<file path="src/rtl/booth_pkg.sv">
// rtl/booth_pkg.sv - shared Booth FSM states, digit codes and radix-4 recoding helper
// Contents:
//   state_t       S_IDLE, S_CALC, S_DONE
//   digit_t       D_ZERO, D_P1, D_P2, D_M1, D_M2
//   booth_decode  maps a multiplier bit triplet {q[i+1], q[i], q[i-1]} to a digit code
package booth_pkg;

   typedef enum logic [1:0] {
      S_IDLE = 2'd0,
      S_CALC = 2'd1,
      S_DONE = 2'd2
   } state_t;

   typedef enum logic [2:0] {
      D_ZERO = 3'd0,
      D_P1   = 3'd1,
      D_P2   = 3'd2,
      D_M1   = 3'd3,
      D_M2   = 3'd4
   } digit_t;

   function automatic digit_t booth_decode(input logic [2:0] triplet);
      case (triplet)
         3'b001, 3'b010: return D_P1;
         3'b011:         return D_P2;
         3'b100:         return D_M2;
         3'b101, 3'b110: return D_M1;
         default:        return D_ZERO;
      endcase
   endfunction

endpackage

</file>
<file path="src/rtl/booth_r4_digit_sel.sv">
// rtl/booth_r4_digit_sel.sv - radix-4 Booth partial product selector (combinational)
// Ports:
//   triplet  in   3             current multiplier bits {q[2], q[1], q[0]}
//   m        in   DATA_WIDTH+2  sign-extended multiplicand
//   pp       out  DATA_WIDTH+2  signed partial product: 0, +M, +2M, -M or -2M
module booth_r4_digit_sel
   import booth_pkg::*;
#(
   parameter int DATA_WIDTH = 16
) (
   input  logic [2:0]            triplet,
   input  logic [DATA_WIDTH+1:0] m,
   output logic [DATA_WIDTH+1:0] pp
);

   localparam int W = DATA_WIDTH + 2;
   localparam logic [W-1:0] ONE = W'(1);

   logic [W-1:0] m2;

   // m carries two sign bits, so dropping the top one to double it loses nothing
   assign m2 = {m[W-2:0], 1'b0};

   always_comb begin
      pp = '0;
      case (booth_decode(triplet))
         D_P1:    pp = m;
         D_P2:    pp = m2;
         D_M1:    pp = ~m + ONE;
         D_M2:    pp = ~m2 + ONE;
         default: pp = '0;
      endcase
   end

endmodule

</file>
<file path="src/rtl/booth_r4_seq_mult.sv">
// rtl/booth_r4_seq_mult.sv - sequential radix-4 Booth signed multiplier, 2 bits per clock
// Ports:
//   clk    in   1           clock, all state on posedge
//   rst    in   1           synchronous active-high reset
//   start  in   1           request, sampled only in IDLE
//   a      in   DATA_WIDTH  signed multiplicand, captured on accept
//   b      in   DATA_WIDTH  signed multiplier, captured on accept
//   c      out  OUT_WIDTH   product, held until the next done
//   done   out  1           one-cycle pulse, c valid in that cycle
//   busy   out  1           high from accept until the result is written
module booth_r4_seq_mult
   import booth_pkg::*;
#(
   parameter int DATA_WIDTH = 16,
   parameter int OUT_WIDTH  = 32
) (
   input  logic                  clk,
   input  logic                  rst,
   input  logic                  start,
   input  logic [DATA_WIDTH-1:0] a,
   input  logic [DATA_WIDTH-1:0] b,
   output logic [OUT_WIDTH-1:0]  c,
   output logic                  done,
   output logic                  busy
);

   localparam int W  = DATA_WIDTH + 2;
   localparam int N  = DATA_WIDTH / 2;
   localparam int CW = $clog2(N + 1);
   localparam logic [CW-1:0] LAST = CW'(N - 1);

   if ((DATA_WIDTH % 2) != 0 || DATA_WIDTH < 4) begin : g_bad_width
      $error("booth_r4_seq_mult: DATA_WIDTH must be even and >= 4");
   end

   state_t                state;
   logic [W-1:0]          m_reg;
   logic [W-1:0]          p_reg;
   logic [DATA_WIDTH:0]   q_reg;
   logic [CW-1:0]         count;
   logic [W-1:0]          pp;
   logic [W-1:0]          sum;
   logic signed [W+DATA_WIDTH-1:0] product;

   booth_r4_digit_sel #(.DATA_WIDTH(DATA_WIDTH)) u_digit_sel (
      .triplet (q_reg[2:0]),
      .m       (m_reg),
      .pp      (pp)
   );

   assign sum = p_reg + pp;

   // q_reg[0] ends up holding the multiplier's old sign bit, so the low half starts at bit 1
   assign product = {p_reg, q_reg[DATA_WIDTH:1]};

   always_ff @(posedge clk) begin
      if (rst) begin
         state <= S_IDLE;
         c     <= '0;
         done  <= 1'b0;
         busy  <= 1'b0;
         count <= '0;
         m_reg <= '0;
         p_reg <= '0;
         q_reg <= '0;
      end else begin
         done <= 1'b0;
         case (state)
            S_IDLE: begin
               if (start) begin
                  m_reg <= {{2{a[DATA_WIDTH-1]}}, a};
                  p_reg <= '0;
                  q_reg <= {b, 1'b0};
                  count <= '0;
                  busy  <= 1'b1;
                  state <= S_CALC;
               end
            end
            S_CALC: begin
               // arithmetic shift of {P+digit, Q} right by two
               p_reg <= {{2{sum[W-1]}}, sum[W-1:2]};
               q_reg <= {sum[1:0], q_reg[DATA_WIDTH:2]};
               count <= count + CW'(1);
               if (count == LAST) state <= S_DONE;
            end
            S_DONE: begin
               c     <= OUT_WIDTH'(product);
               done  <= 1'b1;
               busy  <= 1'b0;
               state <= S_IDLE;
            end
            default: state <= S_IDLE;
         endcase
      end
   end

endmodule

</file>
<file path="config.mk">
export PLATFORM = sky130hd
export DESIGN_NAME = booth_r4_seq_mult
export DESIGN_NICKNAME = d
export VERILOG_FILES = /design/src/rtl/booth_pkg.sv /design/src/rtl/booth_r4_digit_sel.sv /design/src/rtl/booth_r4_seq_mult.sv
export SDC_FILE = /design/constraint.sdc
export NUM_CORES = 1
export LEC_CHECK = 0
export ABC_AREA = 0
export BUFFER_PORTS_ARGS = -buffer_cell sky130_fd_sc_hd__clkbuf_2
export CAP_MARGIN = 20
export CORE_ASPECT_RATIO = 0.9
export CORE_MARGIN = 2
export CORE_UTILIZATION = 45
export DETAILED_ROUTE_END_ITERATION = 6
export PLACE_DENSITY = 0.74
export SYNTH_ARGS = -nofsm -noshare
export SYNTH_HDL_FRONTEND = slang
export SYNTH_HIERARCHICAL = 1
export SYNTH_SLANG_ARGS = --single-unit
export TNS_END_PERCENT = 20
</file>
<file path="constraint.sdc">
create_clock -name clk -period 4.6 [get_ports clk]
set_clock_uncertainty 0.05 [all_clocks]
set_input_delay 0 -clock clk [delete_from_list [all_inputs] [get_ports clk]]
set_output_delay 0 -clock clk [all_outputs]
set_load 0.01 [all_outputs]
</file>
Word level (Yosys, flattened, before mapping):

Index checks and enable logic that the tools add are counted.

* register bits: 91
* output and inout bits: 34
* word-level logic and storage cells: 52

* add/subtract/negate cells: 4
* eq/ne operators: 15
* muxes and demuxes: 14
* bitwise gates (word level): 2
* reductions and logical operators: 9

Operators by type and width (count)
* $pmux 18 s4: 1
* $add 18x1->18 const B: 2
* $not 18->18: 2
* $pmux 18 s2: 1
* $pmux 17 s2: 1
* $add 18x18->18: 1
* $mux 18: 1
* $mux 17: 1
* $eq 3x2->1 const B: 4
* $eq 3x3->1 const B: 4
* $pmux 3 s4: 1
* $pmux 4 s2: 1
* $reduce_and 2->1: 4
* $eq 3x1->1 const B: 2
* $add 4x1->4 const B: 1
* $eq 4x3->1 const B: 1
* $mux 2: 2
* $mux 4: 1
* $ne 2x2->1 const B: 2
* $pmux 2 s2: 1
* $reduce_bool 2->1: 2
* $reduce_or 2->1: 2
* $eq 2x1->1 const B: 1
* $eq 2x2->1 const B: 1
* other kinds (3): 4

Logic depth before layout (Yosys ltp):

Gate-level depths: netlist of the first run.

* word-level depth: 7
* mapped depth: 16

Hierarchy:

The synthesis of the first run kept the hierarchy.

By module, submodules not included
* booth_r4_seq_mult: times used 1, cells an instance 435, area each 3822.4 µm², sequential area each 1781.7 µm²
* booth_r4_digit_sel: times used 1, cells an instance 163, area each 1063.5 µm², sequential area each 0.0 µm²

Worst setup path after synthesis of the first run:

OpenSTA, ideal clock, no wires.

* kind: reg2reg
* from: reg m_reg[2]
* to: reg p_reg[11]
* setup time: 117 ps
* arrival: 3528 ps
* required time: 4433 ps
* path slack: 905 ps
* stages on the path, launching flop included: 15
* buffers on the path: 2
* path through: dfxtp_1 > buf_6 > or4_1 > buf_2 > nor4_1 > xnor2_1 > mux2_2 > a221o_1 > ha_1 > a21oi_1 > o21bai_1 > a21oi_1 > a21oi_1 > or3_1 > a32o_1

* word-level cells in the longest chain between the ends: 5

RTL lines
* from (decl): line booth_r4_seq_mult.sv:37 `logic [W-1:0] m_reg;`
* from (signal assigned): line booth_r4_seq_mult.sv:71 `m_reg <= {{2{a[DATA_WIDTH-1]}}, a};`
* $not 18->18 (on tied branches): line booth_r4_digit_sel.sv:30, booth_r4_digit_sel.sv:29
* $add 18x1->18 (on tied branches): line booth_r4_digit_sel.sv:30, booth_r4_digit_sel.sv:29
* $pmux 18 s4 *: line booth_r4_digit_sel.sv:26 `case (booth_decode(triplet))`
* net pp[8]: line booth_r4_seq_mult.sv:41 `logic [W-1:0] pp;`
* $add 18x18->18 *: line booth_r4_seq_mult.sv:51 `assign sum = p_reg + pp;`
* $pmux 18 s2 *: line booth_r4_seq_mult.sv:68 `case (state)`
* to (signal assigned): line booth_r4_seq_mult.sv:81 `p_reg <= {{2{sum[W-1]}}, sum[W-1:2]};`
* to (decl): line booth_r4_seq_mult.sv:38 `logic [W-1:0] p_reg;`

The timed path passes the listed nets; every way through them passes the cells marked *.
A chain may end at the register's enable or synchronous reset.

Final worst setup path of the first run:

* from: reg m_reg[2]
* to: reg p_reg[14]

Same word-level chain as after synthesis.

==> impl_metrics.yaml, run 1 <==
outcome:
  status: "complete, no violations"
synthesis:
  avgSynthCellArea_um2: 8.17
  synthFlopType: "dfxtp_1"
  synthCells: 598
  ys_types: 60
  synth_fp_nets: 653
  synth_area_leader_cell: "dfxtp_1"
  async_flop_share_pct: 0
  ys_ff_latch: 89
  synth-seq-area-share_pct: 36.5
  synth_area_um2: 4890
  synth_top_area_share_pct: 36.5
  synthTopCellsByArea: "dfxtp_1 (36%), nor2_1 (6.3%), a22o_1 (5.7%)"
  yosys_warnings: 6
  synth_edf_count: 0
final_layout:
  layout_common_cells: "dfxtp_1 (89), nor2_1 (82), clkbuf_2 (68)"
  antenna_cells: 0
  fin_area_um2: 5960
  layout_commonest_cell: "dfxtp_1"
  drive_gt1_share_pct: 16.0
  finish.utilization_pct: 55.6
  fillerInstances: 973
  largest_register_ff_count: 32
  final_nets: 731
  area_growth_pct: 21.9
job:
  drv_cap: 0
floorplan:
  rows: 36
  fp.dieH_um: 103
  top_level_ports: 69
  die_area_um2: 11700
  fp.dieW_um: 114
  core_area_um2: 10700
  start_util_pct: 45.6
global_routing:
  antenna_found_initial: 0
  grt_max_degree: 53
  grt_pass1_vias: 4132
  grt_pass1_wl_um: 20300
  grt_remaining_overflow: 0
  grt_usage_pct: 21.7
clock_tree:
  post-cts-setup-buffers: 0
  clk_pin_slew_worst_paths_ns: 0.07
  clock-sinks: 89
  cts_tree: "yes"
  cts_max_level: 3
  clkLatencyLatePin_ns: 0.35
  ctsLongestPathBuffers: 2
  cts_root_buf: "clkbuf_16"
  hold_buffers: 32
  ctsResizeCount: 0
  cts_buffers: 9
sta:
  clock.fmax_ghz: 0.252
  tns_ns: 0
  setup_violations: 0
  hold_violations: 0
  min_period_ns: 3.97
  holdWs_ns: 0.0261
  relSlewSlack_pct: 43.1
  grt_setup_unrepaired: "false"
  fin_crit_sh_pct: 86.2
  finalMaxSlewViolations: 0
  tightest_slew_ns: 0.851
place:
  dpl_cell_area_um2: 5300
  gp_congestion: 0.927
  hpwl_um: 8740
  portBuffers: 68
min_path:
  hp-class: "input port to flip-flop"
worst_setup_path:
  worstSetupPathType: "flip-flop to flip-flop"
  required_ns: 4.79
  path_max_fanout: 9
  startpoint_type: "flip-flop"
  worstSetupEndpointType: "flip-flop"
  cp.arrival_ns: 4.16
detailed_routing:
  wirelength_um: 12500
  wl_per_cell_um: 15.4
  drtPass1Iterations: 6
  ant_nets: 0
  route.detailed.drc: 0
  first_iter_violations: 316
  num_vias: 4666
  viasPerCell: 5.73
power:
  cellLeakagePower_nw: 2.63
  peakVddDrop_uv: 232
  power_density_nw_per_um2: 361
-- cell usage after synthesis (7+ instances only) --
cell	n
clkbuf_1	35
xor2_1	15
nor4_1	21
dfxtp_1	89
xnor2_1	14
nand2b_1	8
inv_1	7
mux2i_1	9
ha_1	19
nor3_1	7
nand2_1	64
a221o_1	7
nor2_1	82
o21ai_0	15
a22o_1	32
a211oi_1	7
nand3_1	14
a21o_1	11
a21oi_1	55
-- final timing paths --
check	cells past startpoint	end	slack, ns	startpoint
worst max-delay path	12	p_reg[14]	0.63	m_reg[2]
worst min-delay path	3	busy	0.03	start
worst max register to register	12	p_reg[14]	0.63	m_reg[2]
worst min register to register	1	c[14]	0.43	c[14]
-- where the power goes --
part	internal, W	total (W)	switching, W
Sequential	0.000811	0.000867	0.0000559
Combinational	0.000201	0.000461	0.000260
Clock	0.000498	0.000823	0.000325
-- area by class of cell --
class,instances,area (um2),area share (%)
timing repair buffer,112,751,12.6
inverter,7,26.3,0.441
tap,133,166,2.79
clock buffer,10,239,4.01
multi-input combinational,457,2900,48.6
clock inverter,6,96.3,1.62
sequential,89,1780,29.9
-- critical path, cell delays in order, from the launching register on --
cell	delay (ns)
dfxtp_1	0.39
or4_1	0.66
or4b_4	0.60
xor2_1	0.17
a221o_1	0.31
ha_1	0.33
a21oi_1	0.27
inv_1	0.12
a21o_1	0.19
a21oi_1	0.23
a21boi_2	0.21
mux2i_1	0.08
a221o_1	0.25
-- per-stage QoR --
stage	instances	setup WS (ns)	total power [W]
5_1_grt	814	0.450	0.00226
3_3_place_gp	766	0.695	0.00131
4_1_cts	814	0.656	0.00216
2_1_floorplan	598	0.905	0.00121
3_5_place_dp	766	0.652	0.00132
6_report	814	0.634	0.00215
-- cells by family after synthesis --
kind of cell	count (synthesis)	share of synthesized area, %
simple gates	233	22.6
xor+xnor	29	5.20
mux	12	2.54
compound gates	163	23.5
fa+ha+maj	20	5.28
buf+inv	52	4.43
flops	89	36.5
-- per-layer routing --
| metal | track usage (%) | part of all wire [%] |
|---|---|---|
| met1 | 29.6 | 47 |
| met4 | 6.29 | 0.83 |
| met3 | 4.94 | 5.8 |
| met2 | 34.8 | 46 |
| met5 | 0 | 0 |
Note: power is estimated with default switching activity, not from simulation.
==> run 2, diff against run 1 <==
--- a/config.mk
+++ b/config.mk
@@ -8,7 +8,7 @@
 export ABC_AREA = 0
 export BUFFER_PORTS_ARGS = -buffer_cell sky130_fd_sc_hd__clkbuf_2
 export CAP_MARGIN = 20
-export CORE_ASPECT_RATIO = 0.9
+export CORE_ASPECT_RATIO = 0.75
 export CORE_MARGIN = 2
 export CORE_UTILIZATION = 45
 export DETAILED_ROUTE_END_ITERATION = 6
==> constraint.sdc (replaced) <==
create_clock -name clk -period 4.6 [get_ports clk]
set_clock_uncertainty 0.05 [all_clocks]
set_input_delay 0 -clock clk [delete_from_list [all_inputs] [get_ports clk]]
set_output_delay 0 -clock clk [all_outputs]
set_load 0.02 [all_outputs]
==> run 2 against run 1 <==
Clock power down 8.3%. Clock-buffer cell count increased by 3. Critical endpoint is now p_reg[12]. Global-route usage rose by 1.2 points. Non-clock buffer count rose by 1. Largest cell class unchanged. Highest routed layer unchanged. Via count rose by 2.5%. First-iteration DRC count rose by 8.5%.
==> impl_metrics.yaml, run 2 (same netlist as run 1, synthesis figures left out) <==
outcome:
  status: "complete, no violations"
power:
  peakVddDrop_uv: 204
  p_sw_w: 0.000626
  p_int_w: 0.00147
  pwr-share-comb_pct: 22.6
  seq_power_share_pct: 41.4
  p_clk_share_pct: 36.0
  power_density_nw_per_um2: 352
  p_sw_share_pct: 29.9
  cellLeakagePower_nw: 2.63
sta:
  relSlewSlack_pct: 42.0
  finalMaxSlewViolations: 0
  tightest_slew_ns: 0.867
  clock.fmax_ghz: 0.244
  tns_ns: 0
  setup_violations: 0
  grt_setup_unrepaired: "false"
  min_period_ns: 4.09
  fin_crit_sh_pct: 89.0
  hold_violations: 0
worst_setup_path:
  crit_family: "compound AO/OA/AOI/OAI gates"
  worstSetupEndpointType: "flip-flop"
  startpoint_type: "flip-flop"
  crit_top_cell: "a21oi_1"
  path_max_fanout: 9
  worstSetupPathType: "flip-flop to flip-flop"
  path_buf_inv: 0
  cp.arrival_ns: 4.27
  required_ns: 4.77
  r2r_cells: 13
  max_stage_delay_ns: 0.68
  crit_slowest_cell: "or4_1"
  crit_cells: 13
  crit_chain: "or4_1, nor4_1, xnor2_1, mux2_2, a221o_1, ha_1, a21oi_1, o21bai_1, a21oi_1, o31ai_2, o31ai_1, xor2_1, o21ai_1"
global_routing:
  grt_usage_pct: 22.9
  antenna_found_initial: 0
  grt_max_degree: 53
  grt_remaining_overflow: 0
  grt_pass1_vias: 4581
  grt_pass1_wl_um: 21800
place:
  gp_congestion: 0.899
  portBuffers: 68
  hpwl_um: 9010
final_layout:
  drive_gt1_share_pct: 15.8
  largest_register_ff_count: 32
  area_growth_pct: 21.8
  antenna_cells: 0
  regArea_um2: 1780
  layout_commonest_cell: "dfxtp_1"
  layout_common_cells: "dfxtp_1 (89), nor2_1 (82), clkbuf_2 (68)"
  finish.utilization_pct: 57.2
  fillerInstances: 963
  multi_input_area_um2: 2900
  final_nets: 732
clock_tree:
  ctsResizeCount: 0
  clock-sinks: 89
  clk_pin_slew_worst_paths_ns: 0.06
  clkLatencyLatePin_ns: 0.34
  cts_root_buf: "clkbuf_16"
  cts_buffers: 9
  ctsLongestPathBuffers: 2
  cts_max_level: 3
  cts_tree: "yes"
detailed_routing:
  drtPass1Iterations: 5
  wirelength_um: 13200
  num_vias: 4783
  wl_per_cell_um: 16.2
  ant_nets: 0
  first_iter_violations: 343
  viasPerCell: 5.85
  route.detailed.drc: 0
floorplan:
  rows: 32
  core_area_um2: 10400
  start_util_pct: 46.9
  fp.dieH_um: 94.2
  fp.dieW_um: 124
  die_area_um2: 11700
  top_level_ports: 69
min_path:
  hp-class: "input port to flip-flop"
  hold_depth: 3
job:
  drv_cap: 0
## run 2: area by class of cell
class / instances / area share, %
multi-input combinational: 457 / 48.7
sequential: 89 / 29.9
timing repair buffer: 113 / 12.9
clock buffer: 13 / 4.37
tap: 136 / 2.86
clock inverter: 3 / 0.799
inverter: 7 / 0.441
## run 2: tightest hold or removal path, stage by stage
cell      delay (ns)
clkbuf_2        0.09
nor2b_1         0.15
o21a_1          0.16
## run 2: worst paths after layout
| check | from | endpoint | slack [ns] |
|---|---|---|---|
| worst max-delay path | m_reg[2] | p_reg[12] | 0.51 |
| worst max register to register | m_reg[2] | p_reg[12] | 0.51 |
| worst min-delay path | start | busy | 0.06 |
| worst min register to register | c[23] | c[23] | 0.43 |
## run 2: metal layers
layer  vias to the layer above  global-route usage, %  wire length (um)
met5                         -                      0                 0
met3                        23                   4.21               908
li1                       2314                      -                 -
met4                         0                   9.46               238
met1                      2254                   30.4              6220
met2                       192                   37.0              5880
## run 2: per-stage QoR
| stage | setup slack (ns) | instances | total power (W) | hold WS [ns] | instance area [um2] |
|---|---|---|---|---|---|
| floorplan | 0.905 | 598 | 0.00121 | 0.0860 | 4890 |
| global placement | 0.711 | 769 | 0.00131 | 0.173 | 5310 |
| detailed placement | 0.582 | 769 | 0.00132 | 0.181 | 5310 |
| CTS | 0.549 | 817 | 0.00210 | 0.0503 | 5930 |
| global route | 0.177 | 818 | 0.00219 | 0.0776 | 5950 |
| finish | 0.505 | 818 | 0.00209 | 0.0587 | 5950 |
## run 2: what timing repair did
action | 4_1_cts | 5_1_grt
hold buffers | 32 | 0
hold endpoints to repair | 32 | 0
buffers inserted | 0 | 0
## run 2: power groups by stage
stage	combinational (W)	clock, W	sequential (W)
detailed placement	0.000438	0	0.000882
floorplan	0.000348	0	0.000859
global placement	0.000431	0	0.000879
finish	0.000474	0.000755	0.000866
global route	0.000523	0.000799	0.000872
CTS	0.000463	0.000770	0.000865
